## config.mk

```make
export PLATFORM = sky130hd
export DESIGN_NAME = hazard_unit_flat
export DESIGN_NICKNAME = d
export VERILOG_FILES = /design/src/rtl/hazard_if.sv /design/src/rtl/hazard_unit.sv /design/src/flat_wrapper.sv
export SDC_FILE = /design/constraint.sdc
export NUM_CORES = 1
export LEC_CHECK = 0
export BUFFER_PORTS_ARGS = -buffer_cell sky130_fd_sc_hd__buf_2
export CAP_MARGIN = 20
export CORE_MARGIN = 4
export CORE_UTILIZATION = 53
export DETAILED_ROUTE_END_ITERATION = 10
export MAX_ROUTING_LAYER = met4
export PLACE_DENSITY_LB_ADDON = 0.05
export SLEW_MARGIN = 20
export SYNTH_ARGS = -nofsm -noshare
export SYNTH_HDL_FRONTEND = slang
export SYNTH_SLANG_ARGS = --single-unit
```

## constraint.sdc

```tcl
create_clock -name clk -period 3.4 [get_ports clk]
set_clock_uncertainty 0.2 [all_clocks]
set_input_delay 0.85 -clock clk [delete_from_list [all_inputs] [get_ports clk]]
set_output_delay 0.85 -clock clk [all_outputs]
set_load 0.1 [all_outputs]
```

## src/rtl/hazard_if.sv

```systemverilog
// ID/EX hazard-unit signal bundle.
// The pipeline drives through the master modport; the interlock uses the slave modport.
interface hazard_if #(
    parameter int CNT_W = 32
) ();
    logic             valid_id;
    logic [3:0]       Y_id;
    logic [3:0]       X_id;
    logic [3:0]       Z_id;
    logic             use_y;
    logic             use_x;
    logic [2:0]       rd_id;
    logic [2:0]       wr_id;
    logic             fpu_id;
    logic             ld_ex;
    logic [2:0]       RW_ex;
    logic [3:0]       Z_ex;
    logic             flush;
    logic             stall_pc;
    logic             stall_id;
    logic             bubble_ex;
    logic             fpu_busy;
    logic [CNT_W-1:0] stall_cnt;

    modport master (
        output valid_id, Y_id, X_id, Z_id, use_y, use_x, rd_id, wr_id, fpu_id,
               ld_ex, RW_ex, Z_ex, flush,
        input  stall_pc, stall_id, bubble_ex, fpu_busy, stall_cnt
    );

    modport slave (
        input  valid_id, Y_id, X_id, Z_id, use_y, use_x, rd_id, wr_id, fpu_id,
               ld_ex, RW_ex, Z_ex, flush,
        output stall_pc, stall_id, bubble_ex, fpu_busy, stall_cnt
    );
endinterface

```

## src/rtl/hazard_unit.sv

```systemverilog
// Decode-stage interlock: load-use and multi-cycle FPU hazards, with a per-F-register
// countdown scoreboard and a saturating stall-cycle counter.
module hazard_unit #(
    parameter int FPU_LAT = 4,
    parameter int CNT_W   = 32
) (
    input  logic     clk,
    input  logic     rst_n,
    hazard_if.slave  hif
);
    localparam logic [2:0] LAT = 3'(FPU_LAT);

    logic [15:0][2:0] r_sb;
    logic [CNT_W-1:0] r_cnt;

    logic w_lu;
    logic w_fh;
    logic w_fw;
    logic w_stall;
    logic w_issue;

    assign w_lu = hif.valid_id & hif.ld_ex & hif.RW_ex[1] & hif.rd_id[1] &
                  ((hif.use_y & (hif.Y_id == hif.Z_ex)) |
                   (hif.use_x & (hif.X_id == hif.Z_ex)));

    // Only F sources consult the scoreboard; sb == 1 means the result is forwardable now.
    assign w_fh = hif.valid_id & hif.rd_id[2] &
                  ((hif.use_y & (r_sb[hif.Y_id] >= 3'd2)) |
                   (hif.use_x & (r_sb[hif.X_id] >= 3'd2)));

    assign w_fw    = hif.valid_id & hif.fpu_id & (r_sb[hif.Z_id] >= 3'd2);
    assign w_stall = (w_lu | w_fh | w_fw) & ~hif.flush;
    assign w_issue = hif.valid_id & hif.fpu_id & ~w_stall & ~hif.flush;

    assign hif.stall_pc  = w_stall;
    assign hif.stall_id  = w_stall;
    assign hif.bubble_ex = w_stall | hif.flush;
    assign hif.fpu_busy  = |r_sb;
    assign hif.stall_cnt = r_cnt;

    always_ff @(posedge clk or negedge rst_n) begin
        if (!rst_n) begin
            r_sb  <= '0;
            r_cnt <= '0;
        end else begin
            for (int r = 0; r < 16; r++) begin
                if (w_issue && (hif.Z_id == 4'(r)))
                    r_sb[r] <= LAT;
                else if (r_sb[r] != 3'd0)
                    r_sb[r] <= r_sb[r] - 3'd1;
            end
            if (w_stall && (r_cnt != '1))
                r_cnt <= r_cnt + 1'b1;
        end
    end
endmodule

```

## src/flat_wrapper.sv

```systemverilog
// flat-port wrapper written by rule: the top's interface ports become plain ports
module hazard_unit_flat 
#(
    parameter int FPU_LAT = 4,
    parameter int CNT_W   = 32
)
  (clk, rst_n, hif_valid_id, hif_Y_id, hif_X_id, hif_Z_id, hif_use_y, hif_use_x, hif_rd_id, hif_wr_id, hif_fpu_id, hif_ld_ex, hif_RW_ex, hif_Z_ex, hif_flush, hif_stall_pc, hif_stall_id, hif_bubble_ex, hif_fpu_busy, hif_stall_cnt);
  hazard_if #(.CNT_W(CNT_W)) hif_i ();
  input  logic clk;
  input  logic rst_n;
  input wire logic [$bits(hif_i.valid_id)-1:0] hif_valid_id;
  input wire logic [$bits(hif_i.Y_id)-1:0] hif_Y_id;
  input wire logic [$bits(hif_i.X_id)-1:0] hif_X_id;
  input wire logic [$bits(hif_i.Z_id)-1:0] hif_Z_id;
  input wire logic [$bits(hif_i.use_y)-1:0] hif_use_y;
  input wire logic [$bits(hif_i.use_x)-1:0] hif_use_x;
  input wire logic [$bits(hif_i.rd_id)-1:0] hif_rd_id;
  input wire logic [$bits(hif_i.wr_id)-1:0] hif_wr_id;
  input wire logic [$bits(hif_i.fpu_id)-1:0] hif_fpu_id;
  input wire logic [$bits(hif_i.ld_ex)-1:0] hif_ld_ex;
  input wire logic [$bits(hif_i.RW_ex)-1:0] hif_RW_ex;
  input wire logic [$bits(hif_i.Z_ex)-1:0] hif_Z_ex;
  input wire logic [$bits(hif_i.flush)-1:0] hif_flush;
  output wire logic [$bits(hif_i.stall_pc)-1:0] hif_stall_pc;
  output wire logic [$bits(hif_i.stall_id)-1:0] hif_stall_id;
  output wire logic [$bits(hif_i.bubble_ex)-1:0] hif_bubble_ex;
  output wire logic [$bits(hif_i.fpu_busy)-1:0] hif_fpu_busy;
  output wire logic [$bits(hif_i.stall_cnt)-1:0] hif_stall_cnt;
  assign hif_i.valid_id = hif_valid_id;
  assign hif_i.Y_id = hif_Y_id;
  assign hif_i.X_id = hif_X_id;
  assign hif_i.Z_id = hif_Z_id;
  assign hif_i.use_y = hif_use_y;
  assign hif_i.use_x = hif_use_x;
  assign hif_i.rd_id = hif_rd_id;
  assign hif_i.wr_id = hif_wr_id;
  assign hif_i.fpu_id = hif_fpu_id;
  assign hif_i.ld_ex = hif_ld_ex;
  assign hif_i.RW_ex = hif_RW_ex;
  assign hif_i.Z_ex = hif_Z_ex;
  assign hif_i.flush = hif_flush;
  assign hif_stall_pc = hif_i.stall_pc;
  assign hif_stall_id = hif_i.stall_id;
  assign hif_bubble_ex = hif_i.bubble_ex;
  assign hif_fpu_busy = hif_i.fpu_busy;
  assign hif_stall_cnt = hif_i.stall_cnt;
  hazard_unit #(.FPU_LAT(FPU_LAT), .CNT_W(CNT_W)) u_core (.clk(clk), .rst_n(rst_n), .hif(hif_i));
endmodule
```

==> impl_metrics.yaml, run 1 <==
setup_path:
  reg2reg_depth: 8
  worstPathMaxFanout: 3
  crit_required_ns: 2.35
  critPathLaunchType: "input pin"
  cp.arrival_ns: 2.54
  end_kind: "primary output"
  worst-setup-path-type: "input pin to primary output"
logic_synthesis:
  syn_avg_cell_area_um2: 9.555
  synth-seq-area-share: 0.3946
  synth_top_area_frac: 0.3946
  synth_top_area_cell: "dfrtp_1"
  yosys-top-cells-area: "dfrtp_1 (39%), xnor2_1 (8.6%), ha_1 (8.1%)"
  ys_async_sr_fraction: 1.000
  yosys.area_share.simple: 0.2118
  yosysMostFrequentCell: "dfrtp_1"
  synth_top_family_by_area: "simple AND/OR/NAND/NOR gates"
  netlist_instances: 531
  synth_fp_nets: 597
  ys_seq_elements: 80
  synth_area_um2: 5074
  synth_edf_count: 0
  yosys.area_share.xor_xnor: 0.09149
  yosysWarnings: 0
  synth_compound_area_frac: 0.1014
  synth_commonest_cells: "dfrtp_1 (80), nor2_1 (66), xnor2_1 (50), inv_1 (43), ha_1 (33)"
  synth.area.mux_share: 0.06658
  synth_ff_type: "dfrtp_1"
  yosysUniqueCellTypes: 49
  synthAdderAreaFrac: 0.08138
cts:
  clk_path_buf_depth: 2
  cts_sinks: 80
  hold_buffers: 0
  clkTransAtPathRegs_ns: 0.10
  cts_tree: "built"
  htree_num_levels: 3
  clkLatencyLatePin_ns: 0.36
  cts-root-buf: "clkbuf_8"
  numCtsBuffers: 9
finish:
  drive_above_1_share: 0.2327
  antenna_cells: 0
  fill_cells: 803
  stdcell_area_um2: 6053
  syn_to_final_growth_pct: 19.31
  fin_nets: 684
power_and_ir_drop:
  p_leak_nw: 2.734
  ir_worst_vdd_mv: 0.3319
  power.total_w: 0.004794
  power_density_nw_per_um2: 792.0
timing:
  fmax_ghz: 0.2785
  rsz0062_at_grt: "true"
  worstMarginPinSlew_ns: 1.030
  setup_ws_ns: -0.1902
  period_minus_slack_ns: 3.590
  hold_viol: 0
  fin_setup_tns_ns: -0.6053
  finalSetupViolCount: 4
  hold_ws_ns: 0.2860
  relSlewSlack: 0.3135
  drv_slew: 0
  fin_crit_sh: 1.056
floorplanning:
  chipWidth_um: 105.8
  num_rows: 35
  dieHeight_um: 105.8
  io_pins: 69
  core-area_um2: 9284
  dieArea_um2: 11200
  start_util: 0.5465
detailed_routing:
  wirelength_mm: 12.36
  drc: 0
  ant_nets: 0
  vias_per_cell: 5.628
  dr.pass1.iters: 4
  drt_iter0_markers: 269
  wl_per_cell_um: 16.43
  via_count: 4232
global_routing:
  grt_overflow: 0
  grt_pass1_wl_mm: 20.69
  grtUsageTotal: 0.2349
  grt_max_degree: 53
  grt_pass1_vias: 4265
  antenna_found_initial: 0
min_path:
  hold_path.class: "flop to flop"
  worstHoldPathCells: 1
outcome:
  violations: "setup timing"
  status: "complete, but fails checks"
placed_design:
  numPortBuffers: 62
  routabilityCongestion: 0.9167
  dpl-instance-area_um2: 5732
  place_hpwl_mm: 9.092
flow_run:
  drv_cap: 0
==> per-layer routing <==
| layer | up-vias | part of all wire | global-route usage |
|---|---|---|---|
| met5 | - | 0 | - |
| met4 | 0 | 0.018 | 0.07401 |
| met3 | 21 | 0.048 | 0.03184 |
| met2 | 110 | 0.48 | 0.3679 |
| met1 | 2067 | 0.46 | 0.3191 |
| li1 | 2034 | - | - |
==> stage by stage <==
step	utilization	worst slack, ns	instances
after floorplan	-	-0.7419	531
after global placement	0.6174	-0.2235	735
after detailed placement	0.6174	-0.2268	735
after CTS	0.6429	-0.1908	752
after global routing	0.6520	-0.2234	752
final	0.6520	-0.1902	752
==> flip-flops by register name, indices dropped and copies added (netlist names) <==
signal                cells
u_core.r_sb              48
u_core.hif.stall_cnt     32
==> area by class of cell <==
class	instances	area, um^2	area share
well taps	129	161.4	0.02666
clock buffers	10	137.6	0.02274
multi-input cells	392	2878	0.4754
clock inverters	6	52.55	0.008681
flip-flops and latches	80	2003	0.3309
repair buffers	91	648.1	0.1071
inverters	44	172.7	0.02852
==> logic make-up after synthesis <==
logic type / after synthesis
AND/OR/NAND/NOR: 207
AO/OA/AOI/OAI: 77
multiplexers: 22
flip-flops: 80
XOR/XNOR: 53
adder cells (fa/ha/maj): 33
buffers and inverters: 59
==> final timing paths <==
check                                                to  slack [ns]                    start
worst max-delay path                       hif_stall_id       -0.19              hif_X_id[1]
worst min-delay path            u_core.hif.stall_cnt[9]        0.29  u_core.hif.stall_cnt[9]
worst max register to register  u_core.hif.stall_cnt[1]        0.49  u_core.hif.stall_cnt[0]
worst min register to register  u_core.hif.stall_cnt[9]        0.29  u_core.hif.stall_cnt[9]
max in group asynchronous                u_core.r_sb[6]        2.02                    rst_n
min in group asynchronous               u_core.r_sb[10]        0.33                    rst_n
==> worst max-delay path: stages <==
cell,delay [ns]
buf_8,0.07
mux4_2,0.49
mux2_4,0.29
a211o_1,0.29
nand4_4,0.12
nor2b_4,0.23
buf_12,0.19
==> what timing repair did <==
item	4_1_cts	5_1_grt
buffers inserted	1	0
pin swaps	2	9
endpoints found under the setup margin	4	4
resized for setup	8	21
==> placed cells by master, fill, tap and decap left out, types with 4 or more instances in the layout <==
master     n
nor2_1    63
buf_4     24
ha_1      33
nor2b_1   15
nand2b_1   6
o21ai_0    4
nand4_1   19
nand2_1   19
buf_12     5
nor4_1     7
dfrtp_1   79
a21oi_1   30
clkbuf_8  10
o31ai_1    9
xnor2_1   50
buf_2     54
a31oi_1   11
inv_1     43
buf_6      6
nor3_2     5
mux4_2     9
and3_1     8
nand3_1   25
nor3_1    15
mux2i_1    9
a211o_1    4
==> report_power, final <==
part	internal (W)	leakage, nW	switching, W
clock network	0.000296	0.0910	0.000398
logic	0.00106	1.64	0.00141
registers	0.00130	1.01	0.000328
total	0.00266	2.73	0.00214
(Power assumes the default switching activity.)
==> inputs of run 2 (changes only) <==
- CORE_UTILIZATION: 53 -> 45
==> run 2 against run 1 <==
The flow still finishes with violations (setup timing). Clock power is 50% higher. Final area grew 4.2%. Die area grew 16%. Highest routed layer unchanged. Combinational power increased by 3%. Routed wire length rose by 2.1%. Global-route usage decreased by 2.3 points. Utilization down 7.5 points. Critical path depth stayed put. Non-clock buffer count rose by 12. Maximum frequency hardly changed. Worst setup slack worse by 0.0035 ns. Critical path type unchanged. Clock-buffer cell count rose by 1.
==> impl_metrics.yaml, run 2 (same netlist as run 1, synthesis figures left out) <==
outcome:
  status: "complete, but fails checks"
  violations: "setup timing"
detailed_routing:
  via_count: 4220
  dr.pass1.iters: 5
  vias_per_cell: 5.445
  ant_nets: 0
  wirelength_mm: 12.61
  drt_iter0_markers: 150
  drc: 0
  wl_per_cell_um: 16.27
finish:
  syn_to_final_growth_pct: 24.27
  final_cells: 775
  fill_cells: 1015
  multiInputGateArea_um2: 2907
  top_register: "u_core.r_sb"
  largest_reg_flops: 48
  antenna_cells: 0
  layout_commonest_cell: "dfrtp_1"
  final_cell_mix: "dfrtp_1 (80), nor2_1 (66), buf_2 (55)"
  fin_nets: 696
  drive_above_1_share: 0.2472
  ff_latch_area_um2: 2002
global_routing:
  grt_pass1_vias: 4416
  grt_overflow: 0
  grt_pass1_wl_mm: 21.52
  antenna_found_initial: 0
  grtUsageTotal: 0.2120
  grt_max_degree: 56
timing:
  setup_ws_ns: -0.1937
  rsz0062_at_grt: "true"
  hold_ws_ns: 0.2935
  relSlewSlack: 0.5149
  fin_crit_sh: 1.057
  period_minus_slack_ns: 3.594
  hold_viol: 0
  fmax_ghz: 0.2783
  finalSetupViolCount: 3
  drv_slew: 0
  worstMarginPinSlew_ns: 0.7221
setup_path:
  critPathLaunchType: "input pin"
  worst-setup-path-type: "input pin to primary output"
  reg2reg_depth: 9
  r2r_slack_ns: 0.55
  cp.arrival_ns: 2.54
  worstPathMaxFanout: 4
  reg2reg_from: "u_core.r_sb[47]"
  crit_required_ns: 2.35
  end_kind: "primary output"
  r2r_end: "u_core.hif.stall_cnt[1]"
power_and_ir_drop:
  p_leak_nw: 2.856
  p_switching_w: 0.002144
  ir_worst_vdd_mv: 0.7770
  clkPwrFrac: 0.199
  sw_frac_of_total: 0.4110
  pwr-share-seq: 0.313
  combPwrFrac: 0.489
  power_density_nw_per_um2: 827.5
  p_int_w: 0.003073
floorplanning:
  chipWidth_um: 114.2
  num_rows: 38
  dieArea_um2: 13040
  start_util: 0.4640
  core-area_um2: 10940
  dieHeight_um: 114.2
  io_pins: 69
cts:
  clkTransAtPathRegs_ns: 0.06
  numCtsBuffers: 9
  cts_sinks: 80
  htree_num_levels: 3
  cts-root-buf: "clkbuf_16"
  clkLatencyLatePin_ns: 0.34
  cts_tree: "built"
  clk_path_buf_depth: 2
min_path:
  hold_path_end: "u_core.hif.stall_cnt[27]"
  worstHoldPathCells: 1
  hold_path.class: "flop to flop"
  min_from: "u_core.hif.stall_cnt[27]"
flow_run:
  drv_cap: 0
placed_design:
  routabilityCongestion: 0.9317
  numPortBuffers: 62
  place_hpwl_mm: 9.444
  placedCellCount: 757
-- run 2: final cells by class --
class                      count  share of cell area
tap                          140             0.02778
clock buffer                  11             0.03691
multi-input combinational    392              0.4610
timing repair buffer         103              0.1165
sequential                    80              0.3175
clock inverter                 5             0.01290
inverter                      44             0.02739
-- run 2: how the worst max path moves through the flow --
stage,startpoint,to
after floorplan,hif_X_id[0],hif_stall_pc
after global placement,hif_X_id[1],hif_stall_pc
after detailed placement,hif_X_id[1],hif_stall_id
after CTS,hif_X_id[1],hif_stall_id
after global routing,hif_X_id[1],hif_stall_pc
final,hif_X_id[1],hif_stall_id
-- run 2: through the flow --
step,setup WS [ns],power [W],TNS (ns),utilization,area [um^2]
floorplan,-0.7419,0.003448,-1.273,-,5109
global placement,-0.2447,0.003977,-0.7096,0.5352,5853
detailed placement,-0.2496,0.004088,-0.7228,0.5352,5853
CTS,-0.2433,0.005175,-0.6905,0.5685,6217
global route,-0.2505,0.005646,-0.7921,0.5765,6305
finish,-0.1937,0.005217,-0.5359,0.5765,6305
-- run 2: worst max-delay path: stages --
cell and delay [ns]:
buf_8 0.07, mux4_2 0.49, mux2_4 0.28, a211o_1 0.29, nand4_4 0.12, nor2b_4 0.24
buf_12 0.19
-- run 2: what timing repair did --
action	in CTS	in global routing
pin swaps	3	6
resized for setup	12	19
cloned	0	0
hold buffers	0	0
endpoints found under the setup margin	4	4
setup buffers	1	1
-- run 2: layer usage --
metal / GRT usage / vias up / wire length (um) / share of wire
met1: 0.2825 / 2039 / 5844 / 0.46
met5: - / - / 0 / 0
li1: - / 2062 / - / -
met4: 0.07047 / 0 / 215 / 0.017
met3: 0.02431 / 17 / 544 / 0.043
met2: 0.3396 / 102 / 6004 / 0.48
-- run 2: power groups by stage --
stage               logic, W  registers [W]  clock network [W]
global route         0.00286        0.00168            0.00110
finish               0.00255        0.00163            0.00104
floorplan            0.00167        0.00177                  0
global placement     0.00236        0.00161                  0
detailed placement   0.00247        0.00162                  0
CTS                  0.00250        0.00161            0.00106
==> inputs of run 3 (changes only) <==
- ABC_AREA: not set -> 1
- CAP_MARGIN: 20 -> not set
- clock period: 3.4 -> 4.5 ns (I/O delays scaled with it)
==> run 3 against run 2 <==
Die area up 15%. Sequential cell count stayed put. Sequential power down 28%. Final cell count grew 35%. Combinational power down 34%. Clock-buffer cell count shrank 2. Global-route usage rose by 0.88 points. Final area grew 5.3%. The run now ends clean. Power is 31% lower. Sequential share of layout area decreased by 1.6 points.
==> impl_metrics.yaml, run 3 <==
floorplanning:
  dieHeight_um: 122.4
  io_pins: 69
  chipWidth_um: 122.4
  dieArea_um2: 14990
  num_rows: 41
  start_util: 0.4631
  core-area_um2: 12720
setup_path:
  cp.arrival_ns: 2.75
  slowest_delay_ns: 0.44
  r2r_slack_ns: 1.65
  cp_common_cell: "nand2_1"
  worstPathMaxFanout: 5
  end_kind: "primary output"
  worst-setup-path-type: "input pin to primary output"
  crit_required_ns: 3.17
  worst-path-buf-inv: 4
  cpLargestDelayFamily: "buffers and inverters"
  critPathLaunch: "hif_Z_id[1]"
  critPathLaunchType: "input pin"
  crit_chain: "buf_2, inv_1, nand2_2, inv_1, a21oi_1, nand2_1, nand2_1, nand2_1, nor2_1, nor2_1, nor2_4, a21oi_4, buf_2"
  reg2reg_from: "u_core.r_sb[14]"
  worst_path_max_delay_cell: "buf_2"
logic_synthesis:
  synth_area_um2: 5892
  synth_edf_count: 0
  yosysMostFrequentCell: "nand2_1"
  ys_async_sr_fraction: 1.000
  yosysUniqueCellTypes: 34
  netlist_instances: 806
  ys_seq_elements: 80
  yosys.area_share.xor_xnor: 0.08770
  synth_top_area_cell: "dfrtp_1"
  synth_fp_nets: 872
  synth_top_family_by_area: "simple AND/OR/NAND/NOR gates"
  synth_top_area_frac: 0.3398
  synth_compound_area_frac: 0.04906
  syn_avg_cell_area_um2: 7.310
  synth-seq-area-share: 0.3398
  yosysWarnings: 0
  yosys.area_share.simple: 0.3506
  synth.area.mux_share: 0.01019
  yosys-top-cells-area: "dfrtp_1 (34%), nand2_1 (14%), xor2_1 (7.3%)"
  synthAdderAreaFrac: 0.07008
  synth_ff_type: "dfrtp_1"
  synth_commonest_cells: "nand2_1 (223), nor2_1 (105), inv_1 (101), dfrtp_1 (80), xor2_1 (49)"
finish:
  antenna_cells: 0
  top_register: "u_core.r_sb"
  drive_above_1_share: 0.1411
  fin_nets: 933
  final_cells: 1044
  final_cell_mix: "nand2_1 (223), nor2_1 (105), inv_1 (101)"
  final_util: 0.5218
  largest_reg_flops: 48
  layout_commonest_cell: "nand2_1"
  syn_to_final_growth_pct: 12.68
global_routing:
  grt_pass1_vias: 5125
  antenna_found_initial: 0
  grt_pass1_wl_mm: 25.31
  grt_max_degree: 60
  grt_overflow: 0
  grtUsageTotal: 0.2209
detailed_routing:
  via_count: 5310
  wl_per_cell_um: 14.67
  drc: 0
  dr.pass1.iters: 5
  wirelength_mm: 15.32
  ant_nets: 0
  drt_iter0_markers: 431
  vias_per_cell: 5.086
outcome:
  status: "complete, no violations"
cts:
  cts-root-buf: "clkbuf_16"
  cts_resized: 0
  post-cts-setup-buffers: 0
  htree_num_levels: 3
  clkTransAtPathRegs_ns: 0.06
  clk_path_buf_depth: 2
  numCtsBuffers: 9
  cts_tree: "built"
  cts_sinks: 80
  clkLatencyLatePin_ns: 0.35
  hold_buffers: 0
power_and_ir_drop:
  p_leak_nw: 3.511
  power_density_nw_per_um2: 543.1
  ir_worst_vdd_mv: 0.3188
timing:
  worstMarginPinSlew_ns: 0.7839
  fin_setup_tns_ns: 0
  fmax_ghz: 0.2451
  relSlewSlack: 0.4774
  fin_crit_sh: 0.9066
  rsz0062_at_grt: "false"
  period_minus_slack_ns: 4.080
  drv_slew: 0
  hold_viol: 0
  finalSetupViolCount: 0
placed_design:
  numPortBuffers: 62
  routabilityCongestion: 0.8538
  placedCellCount: 1028
  place_hpwl_mm: 11.46
min_path:
  min_from: "u_core.hif.stall_cnt[31]"
  hold_path.class: "flop to flop"
flow_run:
  drv_cap: 0
-- run 3: cell count changes after synthesis, sizes merged, moves of 26 or more --
cell,change
nor2,+57
inv,+61
nand4,+26
nand2,+207
o21ai,+31
xnor2,-40
xor2,+46
-- run 3: final cells by class --
cell class / instances / area (um^2)
Tap cell: 172 / 215.2
Multi-Input combinational cell: 600 / 3356
Inverter: 106 / 397.9
Sequential cell: 80 / 2002
Clock inverter: 7 / 70.07
Fill cell: 1341 / 6083
Clock buffer: 9 / 225.2
Timing Repair Buffer: 70 / 372.9
-- run 3: logic make-up (layout without fill, tap and decap cells) --
group                      Yosys count  count (layout)
and+or+nand+nor                    450             450
buffers and inverters              126             192
DFF                                 80              80
xor gates and xnor gates            59              59
AOI/OAI and AO/OA                   52              52
adders and majority gates           33              33
muxes                                6               6
-- run 3: metrics by stage --
stage / area, um^2 / hold slack, ns / setup slack [ns] / power (W)
floorplan: 5903 / 0.3197 / 0.1928 / 0.002486
global placement: 6344 / 0.2831 / 0.4567 / 0.002788
detailed placement: 6344 / 0.2869 / 0.4556 / 0.002873
CTS: 6639 / 0.3089 / 0.4354 / 0.003647
global route: 6639 / 0.3390 / 0.2418 / 0.003965
finish: 6639 / 0.3040 / 0.4204 / 0.003606
-- run 3: path summary, 6_finish.rpt --
path,end,cells after the start
worst max-delay path,hif_stall_id,13
worst max register to register,u_core.r_sb[9],13
worst min-delay path,u_core.hif.stall_cnt[31],2
max in group asynchronous,u_core.hif.stall_cnt[13],2
min in group asynchronous,u_core.r_sb[39],1
worst min register to register,u_core.hif.stall_cnt[31],2
-- run 3: worst reg2reg max path: cells and delay by family (launching register included) --
family	cells	cell delay [ns]
buf+inv	1	0.38
simple gates	12	1.76
flops	1	0.41
-- run 3: per-layer routing --
metal	vias to the layer above	share of wire	global-route usage
met5	-	0	-
li1	2685	-	-
met3	20	0.052	0.03733
met1	2474	0.49	0.3086
met4	0	0.014	0.06368
met2	131	0.44	0.3315
-- run 3: where the power goes --
group	leakage (nW)	switching [W]	total (W)	internal, W
combinational	2.35	0.00107	0.00168	0.000613
sequential	1.01	0.000207	0.00118	0.000977
clock	0.146	0.000314	0.000744	0.000430
total	3.51	0.00159	0.00361	0.00202
